$ cat src/rtl/xgmii_pkg.sv
// -----------------------------------------------------------------------------
// xgmii_pkg
// Shared XGMII definitions for the transmit arbiter:
//   - control-character and idle/error word constants
//   - is_start / has_term word classifiers
//   - arbiter state enum
// -----------------------------------------------------------------------------
package xgmii_pkg;

   localparam logic [63:0] XGMII_IDLE_D  = 64'h0707_0707_0707_0707;
   localparam logic [7:0]  XGMII_IDLE_C  = 8'hFF;
   localparam logic [7:0]  XGMII_START   = 8'hFB;
   localparam logic [7:0]  XGMII_TERM    = 8'hFD;
   localparam logic [7:0]  XGMII_ERROR   = 8'hFE;
   localparam logic [63:0] XGMII_ERROR_D = {8{XGMII_ERROR}};
   localparam logic [7:0]  XGMII_ERROR_C = 8'hFF;

   typedef enum logic [1:0] {
      ST_ARB  = 2'd0,
      ST_PASS = 2'd1,
      ST_DROP = 2'd2,
      ST_IFG  = 2'd3
   } arb_state_e;

   // Frame start is only recognised in lane 0; a lane-4 start is treated as
   // ordinary data.
   function automatic logic is_start(input logic [63:0] data, input logic [7:0] ctrl);
      return ctrl[0] && (data[7:0] == XGMII_START);
   endfunction

   // A terminate control character in any lane ends the frame.
   function automatic logic has_term(input logic [63:0] data, input logic [7:0] ctrl);
      logic found;
      found = 1'b0;
      for (int i = 0; i < 8; i++) begin
         if (ctrl[i] && (data[8*i +: 8] == XGMII_TERM)) begin
            found = 1'b1;
         end
      end
      return found;
   endfunction

endpackage

$ cat src/rtl/xgmii_tx_arbiter.sv
// -----------------------------------------------------------------------------
// xgmii_tx_arbiter
// Frame-aware two-source arbiter onto one 64-bit XGMII transmit lane. Whole
// frames are granted round-robin and forwarded unchanged, followed by an
// inter-frame gap of idles. A source that stalls mid-frame gets an error word
// on the output and the remainder of its frame is discarded.
//
// Parameters:
//   IFG_WORDS  idle cycles spent in the IFG state after each frame (>= 1)
//   CNT_W      width of the saturating status counters
//
// Ports:
//   clk, rst_n            core clock, asynchronous active-low reset
//   s0_* / s1_*           source data/ctrl/valid in, ready out
//   out_data, out_ctrl    registered XGMII output word
//   grant                 one-hot owner of the current frame (0 outside PASS/DROP)
//   underrun_cnt          frames aborted by a mid-frame stall
//   stray_cnt             cycles in which non-start heads were drained in ARB
//
// Handshake: a source word transfers on a clock edge where sN_valid and
// sN_ready are both high. sN_ready may depend combinationally on sN_valid and
// the head word (ARB only); sources must hold data/ctrl stable while waiting.
// -----------------------------------------------------------------------------
module xgmii_tx_arbiter
   import xgmii_pkg::*;
#(
   parameter int IFG_WORDS = 1,
   parameter int CNT_W     = 16
) (
   input  logic             clk,
   input  logic             rst_n,
   input  logic [63:0]      s0_data,
   input  logic [7:0]       s0_ctrl,
   input  logic             s0_valid,
   output logic             s0_ready,
   input  logic [63:0]      s1_data,
   input  logic [7:0]       s1_ctrl,
   input  logic             s1_valid,
   output logic             s1_ready,
   output logic [63:0]      out_data,
   output logic [7:0]       out_ctrl,
   output logic [1:0]       grant,
   output logic [CNT_W-1:0] underrun_cnt,
   output logic [CNT_W-1:0] stray_cnt
);

   localparam int IFG_CW = (IFG_WORDS > 1) ? $clog2(IFG_WORDS) : 1;
   localparam logic [IFG_CW-1:0] IFG_LAST = IFG_CW'(IFG_WORDS - 1);

   // Sources as 2-element arrays so both are handled by the same logic.
   logic [63:0] src_data  [2];
   logic [7:0]  src_ctrl  [2];
   logic [1:0]  src_valid;
   logic [1:0]  src_start;
   logic [1:0]  src_ready;

   assign src_data[0] = s0_data;
   assign src_data[1] = s1_data;
   assign src_ctrl[0] = s0_ctrl;
   assign src_ctrl[1] = s1_ctrl;
   assign src_valid   = {s1_valid, s0_valid};
   assign s0_ready    = src_ready[0];
   assign s1_ready    = src_ready[1];

   arb_state_e        state_q, state_d;
   logic [1:0]        grant_q, grant_d;
   logic              last_q, last_d;      // index of the source granted most recently
   logic [IFG_CW-1:0] ifg_cnt_q, ifg_cnt_d;
   logic [63:0]       out_data_q, out_data_d;
   logic [7:0]        out_ctrl_q, out_ctrl_d;
   logic [CNT_W-1:0]  underrun_q, stray_q;
   logic              underrun_inc, stray_inc;
   logic              sel;                 // index of the granted source
   logic              winner;

   assign sel = grant_q[1];

   always_comb begin
      for (int i = 0; i < 2; i++) begin
         src_start[i] = src_valid[i] && is_start(src_data[i], src_ctrl[i]);
      end
   end

   // ---------------------------------------------------------------------------
   // Next-state and output decode
   // ---------------------------------------------------------------------------
   always_comb begin
      state_d      = state_q;
      grant_d      = grant_q;
      last_d       = last_q;
      ifg_cnt_d    = ifg_cnt_q;
      out_data_d   = XGMII_IDLE_D;
      out_ctrl_d   = XGMII_IDLE_C;
      src_ready    = 2'b00;
      underrun_inc = 1'b0;
      stray_inc    = 1'b0;
      winner       = 1'b0;

      case (state_q)
         ST_ARB: begin
            // Drain any head that cannot open a frame; start heads stay put
            // and are consumed from PASS.
            for (int i = 0; i < 2; i++) begin
               src_ready[i] = src_valid[i] && !src_start[i];
            end
            stray_inc = |src_ready;
            if (|src_start) begin
               if (&src_start) begin
                  winner = ~last_q;
               end else begin
                  winner = src_start[1];
               end
               grant_d = winner ? 2'b10 : 2'b01;
               last_d  = winner;
               state_d = ST_PASS;
            end
         end

         ST_PASS: begin
            src_ready[sel] = 1'b1;
            if (src_valid[sel]) begin
               out_data_d = src_data[sel];
               out_ctrl_d = src_ctrl[sel];
               if (has_term(src_data[sel], src_ctrl[sel])) begin
                  grant_d   = 2'b00;
                  ifg_cnt_d = '0;
                  state_d   = ST_IFG;
               end
            end else begin
               out_data_d   = XGMII_ERROR_D;
               out_ctrl_d   = XGMII_ERROR_C;
               underrun_inc = 1'b1;
               state_d      = ST_DROP;
            end
         end

         ST_DROP: begin
            src_ready[sel] = 1'b1;
            if (src_valid[sel] && has_term(src_data[sel], src_ctrl[sel])) begin
               grant_d   = 2'b00;
               ifg_cnt_d = '0;
               state_d   = ST_IFG;
            end
         end

         ST_IFG: begin
            if (ifg_cnt_q == IFG_LAST) begin
               state_d = ST_ARB;
            end else begin
               ifg_cnt_d = ifg_cnt_q + 1'b1;
            end
         end

         default: begin
            state_d = ST_ARB;
            grant_d = 2'b00;
         end
      endcase
   end

   // ---------------------------------------------------------------------------
   // State and output registers
   // ---------------------------------------------------------------------------
   always_ff @(posedge clk or negedge rst_n) begin
      if (!rst_n) begin
         state_q    <= ST_ARB;
         grant_q    <= 2'b00;
         last_q     <= 1'b1;      // source 0 wins the first tie after reset
         ifg_cnt_q  <= '0;
         out_data_q <= XGMII_IDLE_D;
         out_ctrl_q <= XGMII_IDLE_C;
      end else begin
         state_q    <= state_d;
         grant_q    <= grant_d;
         last_q     <= last_d;
         ifg_cnt_q  <= ifg_cnt_d;
         out_data_q <= out_data_d;
         out_ctrl_q <= out_ctrl_d;
      end
   end

   // Status counters saturate at all-ones.
   always_ff @(posedge clk or negedge rst_n) begin
      if (!rst_n) begin
         underrun_q <= '0;
         stray_q    <= '0;
      end else begin
         if (underrun_inc && (underrun_q != '1)) begin
            underrun_q <= underrun_q + 1'b1;
         end
         if (stray_inc && (stray_q != '1)) begin
            stray_q <= stray_q + 1'b1;
         end
      end
   end

   assign out_data     = out_data_q;
   assign out_ctrl     = out_ctrl_q;
   assign grant        = grant_q;
   assign underrun_cnt = underrun_q;
   assign stray_cnt    = stray_q;

endmodule

$ cat config.mk
export PLATFORM = sky130hd
export DESIGN_NAME = xgmii_tx_arbiter
export DESIGN_NICKNAME = d
export VERILOG_FILES = /design/src/rtl/xgmii_pkg.sv /design/src/rtl/xgmii_tx_arbiter.sv
export SDC_FILE = /design/constraint.sdc
export NUM_CORES = 1
export LEC_CHECK = 0
export ABC_CLOCK_PERIOD_IN_PS = 2330
export BUFFER_PORTS_ARGS = -buffer_cell sky130_fd_sc_hd__buf_4
export CORE_MARGIN = 1
export CORE_UTILIZATION = 40
export DETAILED_ROUTE_END_ITERATION = 8
export GPL_ROUTABILITY_DRIVEN = 0
export HOLD_SLACK_MARGIN = 0.02
export PLACE_DENSITY = 0.71
export SLEW_MARGIN = 20
export SYNTH_ARGS = -nofsm -noshare
export SYNTH_HDL_FRONTEND = slang
export SYNTH_SLANG_ARGS = --single-unit
$ cat constraint.sdc
create_clock -name clk -period 2.33 [get_ports clk]
set_input_delay 0.3495 -clock clk [delete_from_list [all_inputs] [get_ports clk]]
set_output_delay 0.3495 -clock clk [all_outputs]
set_load 0.05 [all_outputs]
==> results of run 1 <==
## logic make-up after synthesis
kind of cell | count (synthesis) | synth area share
flip-flops | 109 | 0.519
AND/OR/NAND/NOR | 169 | 0.168
adder cells (fa/ha/maj) | 6 | 0.0141
multiplexers | 65 | 0.125
buffers and inverters | 35 | 0.0315
XOR/XNOR | 29 | 0.0477
AO/OA/AOI/OAI | 85 | 0.0948
## placed cells by master, fill, tap and decap left out, types with 6 or more instances in the layout
cell       synthesis  final
dfrtp_1           76     75
inv_1              9      9
nor2_1            26     24
nand4_1           22     22
mux2i_1           60     60
nand2_1           54     54
and3_1             9      9
buf_4              1    270
o21ai_0           16     16
a21oi_1           42     41
clkbuf_16          0      9
nand4b_1          11     11
dfstp_2           33     33
a31oi_1            6      6
nand3_1           19     19
xor2_1            11     11
xnor2_1           18     18
## state kept, by name, summed over array words and instances (netlist names)
| name | count |
|---|---|
| out_data | 64 |
| stray_cnt | 16 |
| underrun_cnt | 16 |
| out_ctrl | 8 |
| grant | 2 |
| state_q | 2 |
| last_q | 1 |
## layout make-up
class | count | area [um2] | share of cell area
Inverter | 11 | 41.3 | 0.00527
Sequential cell | 109 | 2770 | 0.354
Tap cell | 172 | 215 | 0.0275
Clock buffer | 12 | 267 | 0.0340
Multi-Input combinational cell | 354 | 2420 | 0.309
Timing Repair Buffer | 274 | 2090 | 0.267
Clock inverter | 4 | 30.0 | 0.00383
## repair_timing
action	in CTS	in global routing
hold buffers	0	1
buffers inserted	0	1
setup endpoints to repair	0	16
resized for setup	0	5
endpoints found under the hold margin	0	5
## worst paths after layout
check / start / endpoint / slack, ns / cells after the start
worst min register to register: last_q / last_q / 0.49 / 2
worst max-delay path: grant[1] / state_q[1] / 0.1 / 8
worst max register to register: grant[1] / state_q[1] / 0.1 / 8
min in group asynchronous: rst_n / out_data[52] / 0.55 / 3
max in group asynchronous: rst_n / out_ctrl[7] / 1.32 / 3
worst min-delay path: s0_data[49] / out_data[49] / 0.23 / 3
## worst max-delay path, stage by stage, from the launching register on
cell and delay [ns]:
dfrtp_4 0.58, buf_6 0.20, and2_1 0.16, nand4b_1 0.08, o21ai_0 0.15, a211oi_2 0.31
a31oi_1 0.15, o21ai_2 0.18, mux2_4 0.31
## power by group
part / switching (uW) / internal [uW] / leakage (uW)
combinational: 2710 / 1230 / 0.00211
sequential: 265 / 2440 / 0.00136
clock: 692 / 817 / 0.000145
total: 3670 / 4480 / 0.00361
## through the flow
step                      instances  setup WS [ns]
after global routing            936        -0.0435
after detailed placement        918         0.0353
after CTS                       934         0.0298
final                           936         0.0966
after global placement          918          0.102
after floorplan                 498         0.0732
## layer usage
layer  GRT usage  up-vias  part of all wire
met5           0        -                 0
met4       0.145        0             0.050
met3      0.0666       57             0.062
met2       0.435      214              0.50
met1       0.307     2436              0.39
li1            -     2311                 -
==> impl_metrics.py, run 1 <==
metrics = {
    "routing": {
        "routedWlPerCell_um": 18.9,
        "vias": 5018,
        "drc_errors": 0,
        "wl_mm": 17.7,
        "ant_nets": 0,
        "viasPerCell": 5.36,
        "drtPass1Iterations": 5,
        "first_iter_violations": 224,
    },
    "synthesis": {
        "syn_nets": 652,
        "post-synth-top-count-cell": "dfrtp_1",
        "avgSynthCellArea_um2": 10.7,
        "synth_area_leaders": "dfrtp_1 36%, dfstp_2 16%, mux2i_1 11%, a21oi_1 3.9%, nand2_1 3.8%",
        "netlist_top_cells_count": "76 x dfrtp_1, 60 x mux2i_1, 54 x nand2_1",
        "yosysSeqAreaShare": 0.519,
        "async_reset_ff_frac": 1.00,
        "synth_top_area_cell": "dfrtp_1",
        "yosysWarnings": 0,
        "synth_top_area_frac": 0.357,
        "synth_area_mm2": 0.00533,
        "synthCells": 498,
        "ys_types": 54,
        "synth-edff-count": 0,
        "synth_ff_type": "dfrtp_1",
        "synth-seq-cells": 109,
    },
    "timing": {
        "slew_viol_final": 0,
        "finalClockSkew_ns": 0.00869,
        "final.period_utilization": 0.959,
        "tightest_slew_ns": 0.504,
        "fmax_mhz": 448,
        "grt_setup_unrepaired": "true",
        "fin_crit_ns": 2.23,
        "setup_tns_ns": 0,
        "setup_viol": 0,
        "hold_viol_final": 0,
        "finalHoldWorstSlack_ns": 0.233,
        "max-slew-margin-rel": 0.660,
    },
    "global_routing": {
        "grt.total_usage": 0.261,
        "grt_overflow": 0,
        "antenna_found_initial": 0,
        "grt_start_max_net_pins": 71,
        "grt_pass1_vias": 5218,
        "grt_pass1_wl_mm": 27.9,
    },
    "power_and_ir_drop": {
        "ir_worst_vdd_mv": 0.879,
        "powerDensity_mw_per_mm2": 1040,
        "power.leakage_uw": 0.00361,
        "p_total_uw": 8140,
    },
    "die": {
        "initial_utilization": 0.416,
        "rows": 41,
        "core_area_mm2": 0.0128,
        "pin_count": 256,
        "dieWidth_um": 117,
        "die_h_um": 117,
        "dieArea_mm2": 0.0138,
    },
    "placement": {
        "place_hpwl_mm": 13.7,
        "portBuffers": 255,
        "placed_cell_area_mm2": 0.00749,
    },
    "cells_and_area": {
        "finish.utilization": 0.611,
        "nets": 913,
        "fin_area_mm2": 0.00783,
        "final_layout_size_suffix_gt1_frac": 0.449,
        "num_antenna_cells": 0,
        "area_growth_syn_to_layout_pct": 46.9,
        "fillers": 1104,
    },
    "worst_setup_path": {
        "worst-setup-path-type": "register to register",
        "required_ns": 2.56,
        "crit_path_start_kind": "register",
        "crit_fanout": 15,
        "worst_setup_path_end_kind": "register",
        "arrival_ns": 2.47,
    },
    "clock_network": {
        "insertion_delay_ns": 0.35,
        "clk_pin_slew_ns": 0.07,
        "numCtsBuffers": 9,
        "tritoncts": "done",
        "htree_levels": 3,
        "clock_path_buffers": 2,
        "clock-sinks": 109,
        "root_buffer": "clkbuf_16",
    },
    "hold_path": {
        "hold_path_class": "input pin to register",
    },
    "status": {
        "status": "complete, no violations",
    },
    "flow_run": {
        "cap_violations": 0,
    },
}
Power figures use the tool's default switching activity.
==> run 2: changes to the inputs <==
Settings changed: CELL_PAD_IN_SITES_DETAIL_PLACEMENT from default to 0, CELL_PAD_IN_SITES_GLOBAL_PLACEMENT from default to 2, CORE_UTILIZATION 40 to 27, GPL_ROUTABILITY_DRIVEN 0 to default, PLACE_DENSITY 0.71 to default, PLACE_DENSITY_LB_ADDON from default to 0.1.
==> run 2 against run 1 <==
Global-route usage shrank 6.9 points. Highest routed layer unchanged. Die area grew 47%. Sequential power is essentially flat. Flip-flop and latch count is the same. Combinational power grew 2%. Clock skew grew 0.00091 ns. Clock-buffer cell count shrank 1. Power grew 2.4%. Worst setup slack lost 0.011 ns.
==> impl_metrics.py, run 2 (synthesis results as in run 1) <==
metrics = {
    "clock_network": {
        "htree_levels": 3,
        "clock_path_buffers": 2,
        "root_buffer": "clkbuf_16",
        "clock-sinks": 109,
        "insertion_delay_ns": 0.35,
        "tritoncts": "done",
        "clk_pin_slew_ns": 0.07,
        "numCtsBuffers": 9,
    },
    "worst_setup_path": {
        "worst-setup-path-type": "register to register",
        "crit_path_start_kind": "register",
        "crit_buf_inv": 2,
        "worst_setup_path_end_kind": "register",
        "critPathTopFamily": "compound AO/OA/AOI/OAI gates",
        "cpPeakStageDelay_ns": 0.53,
        "required_ns": 2.57,
        "arrival_ns": 2.48,
        "reg2reg_slack_ns": 0.09,
        "path_cells": "buf_12 -> buf_16 -> nand4_1 -> nor2_1 -> o22a_2 -> nor4_4 -> a31oi_2 -> o21ai_2 -> mux2_4",
        "critPathSlowestCell": "dfrtp_4",
        "crit_fanout": 8,
    },
    "status": {
        "status": "complete, no violations",
    },
    "timing": {
        "final.setup.worst_slack_ns": 0.0859,
        "grt_setup_unrepaired": "true",
        "slew_viol_final": 0,
        "setup_viol": 0,
        "final.period_utilization": 0.963,
        "tightest_slew_ns": 0.524,
        "max-slew-margin-rel": 0.647,
        "fmax_mhz": 446,
        "hold_viol_final": 0,
        "fin_crit_ns": 2.24,
        "finalClockSkew_ns": 0.00960,
    },
    "placement": {
        "place_hpwl_mm": 14.5,
        "globalplace.congestion": 0.812,
        "portBuffers": 255,
        "placed_cell_area_mm2": 0.00772,
        "place_ws_ns": -0.00368,
    },
    "global_routing": {
        "antenna_found_initial": 0,
        "grt_overflow": 0,
        "grt_pass1_wl_mm": 29.2,
        "grt_pass1_vias": 5146,
        "grt.total_usage": 0.192,
        "grt_start_max_net_pins": 41,
    },
    "routing": {
        "wl_mm": 19.5,
        "vias": 4927,
        "routedWlPerCell_um": 18.5,
        "ant_nets": 0,
        "viasPerCell": 4.69,
        "first_iter_violations": 169,
        "drtPass1Iterations": 4,
        "drc_errors": 0,
    },
    "power_and_ir_drop": {
        "powerDensity_mw_per_mm2": 1010,
        "p_total_uw": 8340,
        "power.leakage_uw": 0.00375,
        "ir_worst_vdd_mv": 0.503,
    },
    "hold_path": {
        "hold_path_class": "input pin to register",
    },
    "flow_run": {
        "cap_violations": 0,
    },
    "die": {
        "die_h_um": 143,
        "pin_count": 256,
        "initial_utilization": 0.275,
        "core_area_mm2": 0.0194,
        "dieArea_mm2": 0.0203,
        "rows": 51,
        "dieWidth_um": 143,
    },
    "cells_and_area": {
        "nets": 934,
        "fillers": 1940,
        "area_growth_syn_to_layout_pct": 55.6,
        "final_common_cell": "buf_4",
        "final_layout_size_suffix_gt1_frac": 0.475,
        "final_cell_mix": "283 x buf_4, 75 x dfrtp_1, 59 x mux2i_1",
        "num_antenna_cells": 0,
        "fin_area_mm2": 0.00829,
        "largest_reg_flops": 64,
    },
}
run 2: through the flow:
| stage | instances | setup TNS, ns | hold slack, ns | util |
|---|---|---|---|---|
| 4_1_cts | 1039 | 0 | 0.213 | 0.415 |
| 2_1_floorplan | 498 | 0 | 0.0539 | - |
| 3_5_place_dp | 1020 | -0.00368 | 0.361 | 0.398 |
| 5_1_grt | 1050 | -0.0251 | 0.228 | 0.428 |
| 6_report | 1050 | 0 | 0.229 | 0.428 |
| 3_3_place_gp | 1020 | -0.0119 | 0.357 | 0.398 |
run 2: path summary, 6_finish.rpt:
path / end / start / cells after the start
max: grant[0] / grant[1] / 9
min in group asynchronous: out_data[12] / rst_n / 2
max reg2reg: grant[0] / grant[1] / 9
min: out_data[34] / s0_data[34] / 3
max in group asynchronous: out_data[2] / rst_n / 3
min reg2reg: last_q / last_q / 2
run 2: worst register-to-register path: stages (launching register included):
cell and delay, ns:
dfrtp_4 0.53, buf_12 0.17, buf_16 0.15, nand4_1 0.08
nor2_1 0.05, o22a_2 0.28, nor4_4 0.26, a31oi_2 0.14
o21ai_2 0.19, mux2_4 0.31
run 2: area by class of cell:
class	count	area, um2	area share
Multi-Input combinational cell	354	2480	0.299
Clock buffer	11	253	0.0305
Timing Repair Buffer	295	2350	0.284
Clock inverter	5	58.8	0.00709
Tap cell	265	332	0.0400
Sequential cell	109	2770	0.334
Inverter	11	41.3	0.00498
run 2: what timing repair did:
| action | 4_1_cts | 5_1_grt |
|---|---|---|
| setup endpoints to repair | 3 | 7 |
| resized for setup | 2 | 22 |
| hold buffers | 1 | 0 |
| endpoints found under the hold margin | 18 | 0 |
| pin swaps | 0 | 11 |
| setup buffers | 2 | 9 |
| gates cloned | 0 | 2 |
run 2: where the power goes:
group	internal (uW)	total, uW	switching, uW
clock	894	1620	727
combinational	1280	4020	2730
sequential	2440	2710	269
total	4610	8340	3730
run 2: metal layers:
layer,global-route usage,vias up,share of wire
met4,0.0821,0,0.026
met2,0.316,178,0.47
met1,0.240,2376,0.43
li1,-,2348,-
met5,0,-,0
met3,0.0468,25,0.070
==> run 3: changes to the inputs <==
Settings changed: CORE_MARGIN 1 to 5.
==> run 3 against run 2 <==
The run now ends with hold timing left. Highest routed layer unchanged. Combinational power fell by 2%. Clock-buffer cell count fell by 2. Non-clock buffer count fell by 12. Utilization fell by 1.4 points. Clock skew fell by 0.0027 ns. Critical path type unchanged. Largest cell class unchanged. Sequential power barely moved. Flip-flop and latch count did not move. Global-route usage fell by 2.0 points. Die area rose by 12%. Critical path depth fell by 1. Design area fell by 3.0%. First-iteration DRC count rose by 17%.
==> impl_metrics.py, run 3 (synthesis results as in run 1) <==
metrics = {
    "status": {
        "status": "complete, but fails checks",
        "violations": "hold timing",
    },
    "die": {
        "pin_count": 256,
        "dieWidth_um": 151,
        "rows": 51,
        "die_h_um": 151,
        "initial_utilization": 0.274,
        "core_area_mm2": 0.0195,
        "dieArea_mm2": 0.0227,
    },
    "worst_setup_path": {
        "crit_fanout": 30,
        "worst_setup_path_end_kind": "register",
        "worst-setup-path-type": "register to register",
        "setup.worst_path.end": "state_q[1]",
        "arrival_ns": 2.48,
        "startpoint": "grant[1]",
        "reg2reg_from": "grant[1]",
        "reg2reg_slack_ns": 0.09,
        "reg2reg_depth": 8,
        "required_ns": 2.57,
        "crit_path_start_kind": "register",
        "r2r-end": "state_q[1]",
    },
    "power_and_ir_drop": {
        "ir_worst_vdd_mv": 0.505,
        "power.leakage_uw": 0.00366,
        "p_total_uw": 8170,
        "powerDensity_mw_per_mm2": 1020,
    },
    "clock_network": {
        "tritoncts": "done",
        "clk_pin_slew_ns": 0.08,
        "numCtsBuffers": 9,
        "clock-sinks": 109,
        "clock_path_buffers": 2,
        "insertion_delay_ns": 0.36,
        "htree_levels": 3,
        "root_buffer": "clkbuf_16",
    },
    "timing": {
        "grt_setup_unrepaired": "false",
        "hold_viol_final": 2,
        "final.setup.worst_slack_ns": 0.0897,
        "setup_viol": 0,
        "final.period_utilization": 0.962,
        "slew_viol_final": 0,
        "max-slew-margin-rel": 0.579,
        "fmax_mhz": 446,
        "setup_tns_ns": 0,
        "finalHoldWorstSlack_ns": -0.00256,
        "finalClockSkew_ns": 0.00693,
        "tightest_slew_ns": 0.631,
        "fin_crit_ns": 2.24,
    },
    "flow_run": {
        "cap_violations": 0,
    },
    "routing": {
        "drc_errors": 0,
        "routedWlPerCell_um": 19.1,
        "drtPass1Iterations": 4,
        "first_iter_violations": 198,
        "vias": 4900,
        "viasPerCell": 4.72,
        "wl_mm": 19.8,
        "ant_nets": 0,
    },
    "global_routing": {
        "grt_start_max_net_pins": 44,
        "grt_pass1_vias": 5308,
        "antenna_found_initial": 0,
        "grt.total_usage": 0.172,
        "grt_pass1_wl_mm": 29.9,
        "grt_overflow": 0,
    },
    "cells_and_area": {
        "nets": 922,
        "area_growth_syn_to_layout_pct": 50.9,
        "final_layout_size_suffix_gt1_frac": 0.459,
        "num_antenna_cells": 0,
        "finish.utilization": 0.413,
        "final_cell_mix": "277 x buf_4, 75 x dfrtp_1, 60 x mux2i_1",
        "final_common_cell": "buf_4",
        "stdcell_count": 1038,
        "largest_reg_flops": 64,
    },
    "placement": {
        "place_hpwl_mm": 15.3,
        "place_ws_ns": -0.0401,
        "dp.cells": 1020,
        "portBuffers": 255,
        "globalplace.congestion": 0.815,
    },
    "hold_path": {
        "hold_path_class": "input pin to async pin",
    },
}
run 3: cell types whose count changed in the layout (fill, tap and decap cells not counted), sizes merged:
cell	previous run	this run
buf	292	282
clkbuf	13	10
inv	10	13
bufinv	1	0
dlygate4sd3	1	0
run 3: layout make-up:
class | count | area [um2]
fillers | 1970 | 11400
flip-flops and latches | 109 | 2770
multi-input cells | 354 | 2440
repair buffers | 283 | 2180
well taps | 265 | 332
clock buffers | 9 | 225
clock inverters | 7 | 57.6
inverters | 11 | 41.3
run 3: worst min path at each step:
| stage | startpoint | to |
|---|---|---|
| floorplan | rst_n | grant[0] |
| global placement | rst_n | out_data[12] |
| detailed placement | rst_n | out_data[12] |
| CTS | rst_n | out_data[12] |
| global route | rst_n | out_data[11] |
| finish | rst_n | out_data[12] |
run 3: per-stage QoR:
stage | hold WS (ns) | area [um2]
finish | -0.00256 | 8040
global route | 0.0508 | 8040
CTS | 0.0274 | 7990
detailed placement | 0.417 | 7690
global placement | 0.409 | 7690
floorplan | 0.0539 | 5330
run 3: critical path, cell delays in order (launching register included):
cell and delay, ns:
dfrtp_4 0.55, buf_12 0.19, nand2_1 0.10, o22a_1 0.19, a21oi_1 0.09, nor4_2 0.33
a31oi_2 0.17, o21ai_2 0.18, mux2_4 0.31
run 3: per-layer routing:
layer  track usage  up-vias  share of wire
li1              -     2327              -
met1         0.218     2352           0.42
met2         0.288      202           0.48
met3        0.0461       19          0.089
met4        0.0554        0          0.017
met5             0        -              0
run 3: where the power goes:
part | switching, uW | internal, uW
Sequential | 266 | 2440
Clock | 776 | 743
Combinational | 2720 | 1240
run 3: timing repair:
action | 4_1_cts | 5_1_grt
setup endpoints to repair | 2 | 10
hold buffers | 0 | 0
resized for setup | 3 | 6
pin swaps | 0 | 1
cloned | 0 | 0
setup buffers | 0 | 2
endpoints found under the hold margin | 0 | 0
